$ cat src/rtl/adc_capture.sv
`default_nettype none
// ============================================================================
// Module      : adc_capture
// Description : ADC front-end for the ice40 scope. Generates the ADC clock from
//               a runtime half-period divider and captures one raw sample on
//               each falling ADC clock edge. Raw samples are decimated by 2^k,
//               either by keeping the last sample of each group or by averaging
//               it. The decimated samples then pass through an armable
//               level-crossing trigger that has a programmable capture length.
//
//               Optional feature macro: ADC_CAPTURE_AVG_EN
//                 defined   -> iAvg port and accumulator are built.
//                              iAvg=1 averages, iAvg=0 picks.
//                 undefined -> pick-only decimation, no iAvg port.
//
// Ports       : iClk          system clock
//               iRst          synchronous active-high reset
//               iEnable       front-end enable (0 = idle, FSM to IDLE)
//               iHalfPeriod   ADC clock half period minus 1 (iClk cycles)
//               iDecimLog2    decimation exponent k (factor 2^k)
//               iTrigLevel    trigger threshold, unsigned
//               iTrigRising   1 = rising crossing, 0 = falling crossing
//               iCaptureLen   samples per capture, 0 = continuous
//               iArm          single-cycle arm request
//               iADC_Data     ADC parallel data
//               iAvg          (macro only) 1 = average, 0 = pick
//               oADC_CLK      ADC clock
//               oADC_nOE      ADC output enable, active low
//               oADC_Data     captured/decimated sample
//               oData_Valid   one-cycle qualifier for oADC_Data
//               oTrigged      high from trigger sample until DONE/IDLE
//               oDone         high in DONE
//
// Revision    : 1.0  initial release
// ============================================================================
module adc_capture #(
    parameter int DATA_W    = 8,
    parameter int DIV_W     = 8,
    parameter int DEC_LOG_W = 3,
    parameter int LEN_W     = 16
) (
    input  logic                 iClk,
    input  logic                 iRst,
    input  logic                 iEnable,
    input  logic [DIV_W-1:0]     iHalfPeriod,
    input  logic [DEC_LOG_W-1:0] iDecimLog2,
    input  logic [DATA_W-1:0]    iTrigLevel,
    input  logic                 iTrigRising,
    input  logic [LEN_W-1:0]     iCaptureLen,
    input  logic                 iArm,
    input  logic [DATA_W-1:0]    iADC_Data,
`ifdef ADC_CAPTURE_AVG_EN
    input  logic                 iAvg,
`endif
    output logic                 oADC_CLK,
    output logic                 oADC_nOE,
    output logic [DATA_W-1:0]    oADC_Data,
    output logic                 oData_Valid,
    output logic                 oTrigged,
    output logic                 oDone
);

    // Group counter must reach 2^k - 1 for the largest k.
    localparam int c_DEC_CNT_W = (1 << DEC_LOG_W) - 1;

    localparam logic [1:0] c_ST_IDLE    = 2'd0;
    localparam logic [1:0] c_ST_ARMED   = 2'd1;
    localparam logic [1:0] c_ST_CAPTURE = 2'd2;
    localparam logic [1:0] c_ST_DONE    = 2'd3;

    // ------------------------------------------------------------------------
    // ADC clock divider
    // ------------------------------------------------------------------------
    logic [DIV_W-1:0] r_divCnt;
    logic             r_adcClk;
    logic             r_nOE;
    logic             w_divWrap;
    logic             w_clkFall;

    // ">=" rather than "==" so that shrinking H mid-run wraps at once
    // instead of counting through the whole DIV_W range.
    assign w_divWrap = (r_divCnt >= iHalfPeriod);
    assign w_clkFall = iEnable && r_adcClk && w_divWrap;

    always_ff @(posedge iClk) begin
        if (iRst) begin
            r_divCnt <= '0;
            r_adcClk <= 1'b0;
            r_nOE    <= 1'b1;
        end else begin
            r_nOE <= ~iEnable;
            if (!iEnable) begin
                r_divCnt <= '0;
                r_adcClk <= 1'b0;
            end else if (w_divWrap) begin
                r_divCnt <= '0;
                r_adcClk <= ~r_adcClk;
            end else begin
                r_divCnt <= r_divCnt + DIV_W'(1);
            end
        end
    end

    // ------------------------------------------------------------------------
    // Raw sample register, loaded on the edge where the ADC clock falls
    // ------------------------------------------------------------------------
    logic [DATA_W-1:0] r_raw;
    logic              r_rawValid;

    always_ff @(posedge iClk) begin
        if (iRst) begin
            r_raw      <= '0;
            r_rawValid <= 1'b0;
        end else begin
            r_rawValid <= w_clkFall;
            if (w_clkFall) begin
                r_raw <= iADC_Data;
            end
        end
    end

    // ------------------------------------------------------------------------
    // Decimation group tracking
    // ------------------------------------------------------------------------
    logic [c_DEC_CNT_W-1:0] r_decCnt;
    logic [c_DEC_CNT_W-1:0] w_groupMask;
    logic                   w_groupEnd;
    logic                   w_pickValid;

    assign w_groupMask = ~({c_DEC_CNT_W{1'b1}} << iDecimLog2);
    // ">=" keeps the counter bounded if k is lowered mid-group.
    assign w_groupEnd  = (r_decCnt >= w_groupMask);
    assign w_pickValid = r_rawValid && w_groupEnd;

    always_ff @(posedge iClk) begin
        if (iRst || !iEnable) begin
            r_decCnt <= '0;
        end else if (r_rawValid) begin
            r_decCnt <= w_groupEnd ? '0 : r_decCnt + c_DEC_CNT_W'(1);
        end
    end

    logic              w_decValid;
    logic [DATA_W-1:0] w_decData;

`ifdef ADC_CAPTURE_AVG_EN
    localparam int c_ACC_W = DATA_W + c_DEC_CNT_W;

    logic [c_ACC_W-1:0] r_acc;
    logic [c_ACC_W-1:0] w_sum;
    logic [DATA_W-1:0]  w_avgData;
    logic [DATA_W-1:0]  r_avgData;
    logic               r_avgValid;

    assign w_sum     = r_acc + c_ACC_W'(r_raw);
    // Truncating average: plain shift, no rounding term.
    assign w_avgData = DATA_W'(w_sum >> iDecimLog2);

    always_ff @(posedge iClk) begin
        if (iRst) begin
            r_acc      <= '0;
            r_avgData  <= '0;
            r_avgValid <= 1'b0;
        end else if (!iEnable) begin
            r_acc      <= '0;
            r_avgValid <= 1'b0;
        end else begin
            r_avgValid <= w_pickValid;
            if (r_rawValid) begin
                r_acc <= w_groupEnd ? '0 : w_sum;
                if (w_groupEnd) begin
                    r_avgData <= w_avgData;
                end
            end
        end
    end

    assign w_decValid = iAvg ? r_avgValid : w_pickValid;
    assign w_decData  = iAvg ? r_avgData  : r_raw;
`else
    assign w_decValid = w_pickValid;
    assign w_decData  = r_raw;
`endif

    // ------------------------------------------------------------------------
    // Trigger / capture FSM
    // ------------------------------------------------------------------------
    logic [1:0]        r_state;
    logic [1:0]        w_stateNext;
    logic [DATA_W-1:0] r_level;
    logic              r_rising;
    logic [DATA_W-1:0] r_prev;
    logic              r_prevValid;
    logic [LEN_W-1:0]  r_lenCnt;
    logic [LEN_W-1:0]  w_lenNext;
    logic              w_hit;
    logic              w_fire;
    logic              w_lastSample;

    assign w_hit = r_rising ? ((r_prev <  r_level) && (w_decData >= r_level))
                            : ((r_prev >= r_level) && (w_decData <  r_level));

    // The first sample after arming only seeds r_prev.
    assign w_fire = (r_state == c_ST_ARMED) && w_decValid && r_prevValid && w_hit;

    // Count of samples emitted including the one being processed now.
    assign w_lenNext    = w_fire ? LEN_W'(1) : r_lenCnt + LEN_W'(1);
    assign w_lastSample = (iCaptureLen != '0) && (w_lenNext == iCaptureLen);

    // State register
    always_ff @(posedge iClk) begin
        if (iRst) begin
            r_state <= c_ST_IDLE;
        end else begin
            r_state <= w_stateNext;
        end
    end

    // Next-state logic
    always_comb begin
        w_stateNext = r_state;
        if (!iEnable) begin
            w_stateNext = c_ST_IDLE;
        end else begin
            case (r_state)
                c_ST_IDLE: begin
                    if (iArm) w_stateNext = c_ST_ARMED;
                end
                c_ST_ARMED: begin
                    if (w_fire) w_stateNext = w_lastSample ? c_ST_DONE : c_ST_CAPTURE;
                end
                c_ST_CAPTURE: begin
                    if (w_decValid && w_lastSample) w_stateNext = c_ST_DONE;
                end
                c_ST_DONE: begin
                    if (iArm) w_stateNext = c_ST_ARMED;
                end
                default: w_stateNext = c_ST_IDLE;
            endcase
        end
    end

    // Output logic
    logic w_emit;
    logic w_trigNext;
    logic w_doneNext;
    logic w_armLatch;

    always_comb begin
        w_emit     = iEnable && w_decValid && (w_fire || (r_state == c_ST_CAPTURE));
        w_trigNext = iEnable && (w_fire || (r_state == c_ST_CAPTURE));
        // Registered from the state so oDone lands one cycle after the
        // final valid, and drops as soon as a re-arm or disable is taken.
        w_doneNext = (r_state == c_ST_DONE) && (w_stateNext == c_ST_DONE);
        w_armLatch = iEnable && iArm &&
                     ((r_state == c_ST_IDLE) || (r_state == c_ST_DONE));
    end

    logic [DATA_W-1:0] r_data;
    logic              r_valid;
    logic              r_trigged;
    logic              r_done;

    always_ff @(posedge iClk) begin
        if (iRst) begin
            r_level     <= '0;
            r_rising    <= 1'b0;
            r_prev      <= '0;
            r_prevValid <= 1'b0;
            r_lenCnt    <= '0;
            r_data      <= '0;
            r_valid     <= 1'b0;
            r_trigged   <= 1'b0;
            r_done      <= 1'b0;
        end else begin
            if (w_armLatch) begin
                r_level     <= iTrigLevel;
                r_rising    <= iTrigRising;
                r_prevValid <= 1'b0;
            end else if ((r_state == c_ST_ARMED) && w_decValid) begin
                r_prev      <= w_decData;
                r_prevValid <= 1'b1;
            end

            if (w_fire || ((r_state == c_ST_CAPTURE) && w_decValid)) begin
                r_lenCnt <= w_lenNext;
            end

            r_valid <= w_emit;
            if (w_emit) begin
                r_data <= w_decData;
            end
            r_trigged <= w_trigNext;
            r_done    <= w_doneNext;
        end
    end

    assign oADC_CLK    = r_adcClk;
    assign oADC_nOE    = r_nOE;
    assign oADC_Data   = r_data;
    assign oData_Valid = r_valid;
    assign oTrigged    = r_trigged;
    assign oDone       = r_done;

endmodule
`default_nettype wire

$ cat config.mk
export PLATFORM = sky130hd
export DESIGN_NAME = adc_capture
export DESIGN_NICKNAME = d
export VERILOG_FILES = /design/src/rtl/adc_capture.sv
export SDC_FILE = /design/constraint.sdc
export NUM_CORES = 1
export LEC_CHECK = 0
export BUFFER_PORTS_ARGS = -buffer_cell sky130_fd_sc_hd__buf_2
export CORE_MARGIN = 2
export CORE_UTILIZATION = 58
export DETAILED_ROUTE_END_ITERATION = 8
export PLACE_DENSITY = 0.84
export SLEW_MARGIN = 20
export SYNTH_ARGS = -nofsm -noshare
export SYNTH_HDL_FRONTEND = slang
export SYNTH_SLANG_ARGS = --single-unit
$ cat constraint.sdc
create_clock -name iClk -period 3.84 [get_ports iClk]
set_input_delay 0.576 -clock iClk [delete_from_list [all_inputs] [get_ports iClk]]
set_output_delay 0.576 -clock iClk [all_outputs]
set_load 0.1 [all_outputs]
# Word-level counts from Yosys, hierarchy flattened
# Index checks and enable logic that the tools add are counted.
[totals] register_bits=73 inputBits=48 out_inout_bits=13
[op_classes] addsub=3 magnitude_cmp=6 n_eq_ne=5 shifts=1 n_mux=9 n_bitwise=4 n_reduce_logical=29
[ops] op="8-bit >= comparator" n=3
[ops] op="1-bit logical AND" n=17
[ops] op="16-bit by 1-bit adder with 16-bit output, second input constant" n=1
[ops] op="16-bit equality test" n=1
[ops] op="8-bit < comparator" n=2
[ops] op="16-bit 2-to-1 mux" n=1
[ops] op="16-bit nonzero test" n=1
[ops] op="8-bit by 1-bit adder with 8-bit output, second input constant" n=1
[ops] op="2-bit 2-to-1 mux" n=4
[ops] op="7-bit by 1-bit adder with 7-bit output, second input constant" n=1
[ops] op="7-bit >= comparator" n=1
[ops] op="7-bit 2-to-1 mux" n=1
[ops] op="7-bit NOT" n=1
[ops] op="7-bit by 3-bit left shift with 7-bit output, first input constant" n=1
[ops] op="2-bit equality test, second input constant" n=3
[ops] op="2-bit one-hot mux with 3 select lines" n=1
[ops] op="2-bit OR reduction" n=3
[ops] op="1-bit logical OR" n=4
[ops] op="1-bit NOT" n=3
[ops] op="3-bit OR reduction" n=1
[ops] op="2-bit by 1-bit equality test with 1-bit output, second input constant" n=1
[ops] op="2-bit zero test" n=1
[ops] op="1-bit 2-to-1 mux" n=2
[ops] op="2-bit AND reduction" n=1
[ops] op="1-bit zero test" n=1

# Depth between registers and ports, before layout
[logic_depth] ltp_word=16 ltp_mapped=12 ltp_nobuf=10

# Worst setup path before layout
# No wires, ideal clock.
[synth_path] path_kind="input to register" startpoint="input port iDecimLog2[2]" endpoint="register r_lenCnt[9]" setup_ns=0.070 t_arrival_ns=2.887 t_required_ns=3.770 path_slack_ns=0.882 stages=11 path_buffers=1 path_cell_list="or3_1 > ha_1 > nor2b_1 > o21ai_0 > a41o_1 > nand3_1 > nor3_4 > o21ai_4 > buf_6 > or3_1 > a21oi_1"
[synth_via] elab_chain_len=8 word_cells_on_any_way=10
[synth_rtl] element="start, declared" line="46" rtl="input logic [DEC_LOG_W-1:0] iDecimLog2,"
[synth_rtl] element="7-bit by 3-bit left shift with 7-bit output *" line="130" rtl="assign w_groupMask = ~({c_DEC_CNT_W{1'b1}} << iDecimLog2);"
[synth_rtl] element="7-bit NOT *" line="130"
[synth_rtl] element="7-bit >= comparator *" line="132" rtl="assign w_groupEnd = (r_decCnt >= w_groupMask);"
[synth_rtl] element="1-bit logical AND *" line="133" rtl="assign w_pickValid = r_rawValid && w_groupEnd;"
[synth_rtl] element="1-bit logical AND (3 in a row)" line="204" rtl="assign w_fire = (r_state == c_ST_ARMED) && w_decValid && r_prevValid && w_hit;"
[synth_rtl] element="16-bit 2-to-1 mux or 1-bit logical OR (tied branches)" line="207, 285"
[synth_rtl] element="end signal, assigned" line="286" rtl="r_lenCnt <= w_lenNext;"
[synth_rtl] element="end, declared" line="194" rtl="logic [LEN_W-1:0] r_lenCnt;"
# Every way passes the cells marked *; elsewhere a longest branch is shown, timed or not.
# A chain may end at the register's enable or synchronous reset.

# Final worst setup path
[layout_path] startpoint="input port iDecimLog2[2]" endpoint="register r_lenCnt[14]"
# Same word-level chain as after synthesis.

==> flow_summary.json <==
{
  "grt_usage_pct": 25.7,
  "period_share_pct": 82.0,
  "synth_edf_count": 0,
  "wl_met3_um": 617,
  "grt_overflow": 0,
  "netlist.area_leader.share_pct": 32.1,
  "relSlewSlack_pct": 44.2,
  "drc_errors": 0,
  "die-area_mm2": 0.00857,
  "syn_to_final_growth_pct": 12.2,
  "worst_slew_pin_slew_ns": 0.832,
  "place.gp.congestion": 0.842,
  "vias": 4174,
  "cts_max_level": 3,
  "cp.required_ns": 4.12,
  "clock_latency_ns": 0.35,
  "ant_nets": 0,
  "io_buffer_count": 60,
  "synth-seq-area-share_pct": 32.1,
  "rsz0062_at_grt": "false",
  "worst-setup-path-type": "input port to flip-flop",
  "viasPerCell": 5.95,
  "diodes": 0,
  "cp.arrival_ns": 3.43,
  "synth_common_cells": "dfxtp_1 (73), nand2_1 (51), nor2_1 (48)",
  "wl_per_cell_um": 15.0,
  "yosysMostFrequentCell": "dfxtp_1",
  "synth_cell_type_count": 71,
  "rows": 32,
  "firstDrtPassIters": 5,
  "ys_ff_latch": 73,
  "pin_count": 61,
  "cts.clk_slew.worst_paths_ns": 0.08,
  "top_layer_used": "met4",
  "die_w_um": 92.6,
  "peakVddDrop_mv": 0.247,
  "start_kind": "input port",
  "root_buffer": "clkbuf_8",
  "fin_crit_ns": 3.15,
  "cp_max_fo": 28,
  "p_leak_nw": 2.07,
  "yosys-top-cells-area": "dfxtp_1 (32%), ha_1 (10%), a21oi_1 (4.9%)",
  "place_hpwl_um": 8030,
  "postLayoutCoreUtil_pct": 66.8,
  "post-cts-setup-buffers": 0,
  "hold_violations": 0,
  "initial_core_util_pct": 59.5,
  "ys_async_sr_fraction_pct": 0,
  "grt_antenna_before_repair": 0,
  "grt_pass1_wl_um": 17900,
  "yosysWarnings": 0,
  "fin_skew_ns": 0.0104,
  "grt_max_degree": 48,
  "fin_nets": 682,
  "syn_area_mm2": 0.00455,
  "synth_area_leader_cell": "dfxtp_1",
  "first_global_vias": 4046,
  "drive_above_1_share_pct": 16.3,
  "cts_resized": 0,
  "maxSlewViolCount": 0,
  "syn_nets": 629,
  "setup_tns_ns": 0,
  "syn_inst": 544,
  "cts.sinks": 73,
  "ys.flop_type": "dfxtp_1",
  "cts_hold_buf": 0,
  "cts_tree": "built",
  "finalSetupViolCount": 0,
  "syn_avg_cell_area_um2": 8.37,
  "clock_path_buffers": 2,
  "endpoint_kind": "flip-flop",
  "wl_met2_um": 5240,
  "status": "finished clean",
  "initialDrtViolationCount": 273,
  "powerDensity_mw_per_mm2": 310,
  "min_path_type": "input port to flip-flop",
  "core-area_mm2": 0.00765,
  "die_h_um": 92.6,
  "wl_um": 10600,
  "cts-buffers-inserted": 9,
  "timing.hold.ws_ns": 0.454,
  "fmaxAchievable_mhz": 318,
  "wirelength_met1_um": 4400,
  "cap_viol_max_count": 0
}
-- path summary, 6_finish.rpt --
| path | slack [ns] | startpoint | depth (start not counted) | to |
|---|---|---|---|---|
| worst max-delay path | 0.69 | iDecimLog2[2] | 11 | r_lenCnt[14]$_SDFFE_PP0P_ |
| worst min-delay path | 0.45 | iTrigLevel[0] | 3 | r_level[0]$_SDFFE_PP0P_ |
| worst max register to register | 0.83 | r_level[1]$_SDFFE_PP0P_ | 10 | r_lenCnt[14]$_SDFFE_PP0P_ |
| worst min register to register | 0.46 | r_level[2]$_SDFFE_PP0P_ | 2 | r_level[2]$_SDFFE_PP0P_ |
-- sequential cells by signal, summed over array words and instances (netlist names) --
| signal | count |
|---|---|
| r_lenCnt | 16 |
| oADC_Data | 8 |
| r_divCnt | 8 |
| r_level | 8 |
| r_prev | 8 |
| r_raw | 8 |
| r_decCnt | 7 |
| r_state | 2 |
| oADC_CLK | 1 |
| oADC_nOE | 1 |
| oData_Valid | 1 |
| oDone | 1 |
| oTrigged | 1 |
| r_prevValid | 1 |
| r_rawValid | 1 |
| r_rising | 1 |
-- area by class of cell --
cell class                      count  area, um2
Tap cell                          102        128
Clock buffer                        9        124
Sequential cell                    73       1460
Multi-Input combinational cell    418       2870
Inverter                           31        116
Clock inverter                      5       82.6
Timing Repair Buffer               64        330
Fill cell                         620       2540
-- where the power goes --
part / leakage [nW] / switching [mW] / internal, mW
Combinational: 1.38 / 0.0986 / 0.0666
Clock: 0.105 / 0.288 / 0.360
Sequential: 0.589 / 0.00601 / 0.764
Total: 2.07 / 0.393 / 1.19
-- through the flow --
stage / worst slack, ns / cell area [um2] / power, mW / instances
finish: 0.692 / 5110 / 1.58 / 702
detailed placement: 0.326 / 4900 / 0.951 / 688
CTS: 0.710 / 5110 / 1.59 / 702
global placement: 0.494 / 4900 / 0.943 / 688
floorplan: 0.882 / 4550 / 0.891 / 544
global route: 0.448 / 5110 / 1.64 / 702
-- layout by cell type, fill, tap and decap left out, types with 8 or more instances in the layout --
master / count
a21oi_1: 45
a31oi_1: 8
buf_2: 60
clkbuf_8: 9
dfxtp_1: 73
ha_1: 37
inv_1: 31
mux2i_1: 18
nand2_1: 51
nand2b_1: 21
nand3_1: 21
nand4_1: 16
nor2_1: 48
nor3_1: 8
nor4_1: 8
o21ai_0: 17
or3_1: 8
xnor2_1: 11
xor2_1: 14
-- worst max-delay path, stage by stage --
cell     delay, ns
buf_2         0.13
or3_1         0.37
ha_1          0.28
nor2b_1       0.04
o21ai_0       0.23
a41o_1        0.26
nand3_1       0.24
nor3_4        0.39
o21ai_4       0.22
or4b_1        0.51
a21oi_1       0.15
-- kinds of logic after synthesis --
logic type | after synthesis | share of synthesized area (%)
buf+inv | 53 | 4.95
fa+ha+maj | 37 | 10.2
simple gates | 221 | 25.8
mux | 18 | 3.96
compound gates | 114 | 16.8
flops | 73 | 32.1
xor+xnor | 28 | 6.29
-- per-layer routing --
layer | vias to the layer above | track usage, %
li1 | 2064 | -
met1 | 1930 | 30.2
met2 | 151 | 44.3
met3 | 29 | 6.35
met4 | 0 | 11.3
met5 | - | 0
(Power assumes the default switching activity.)
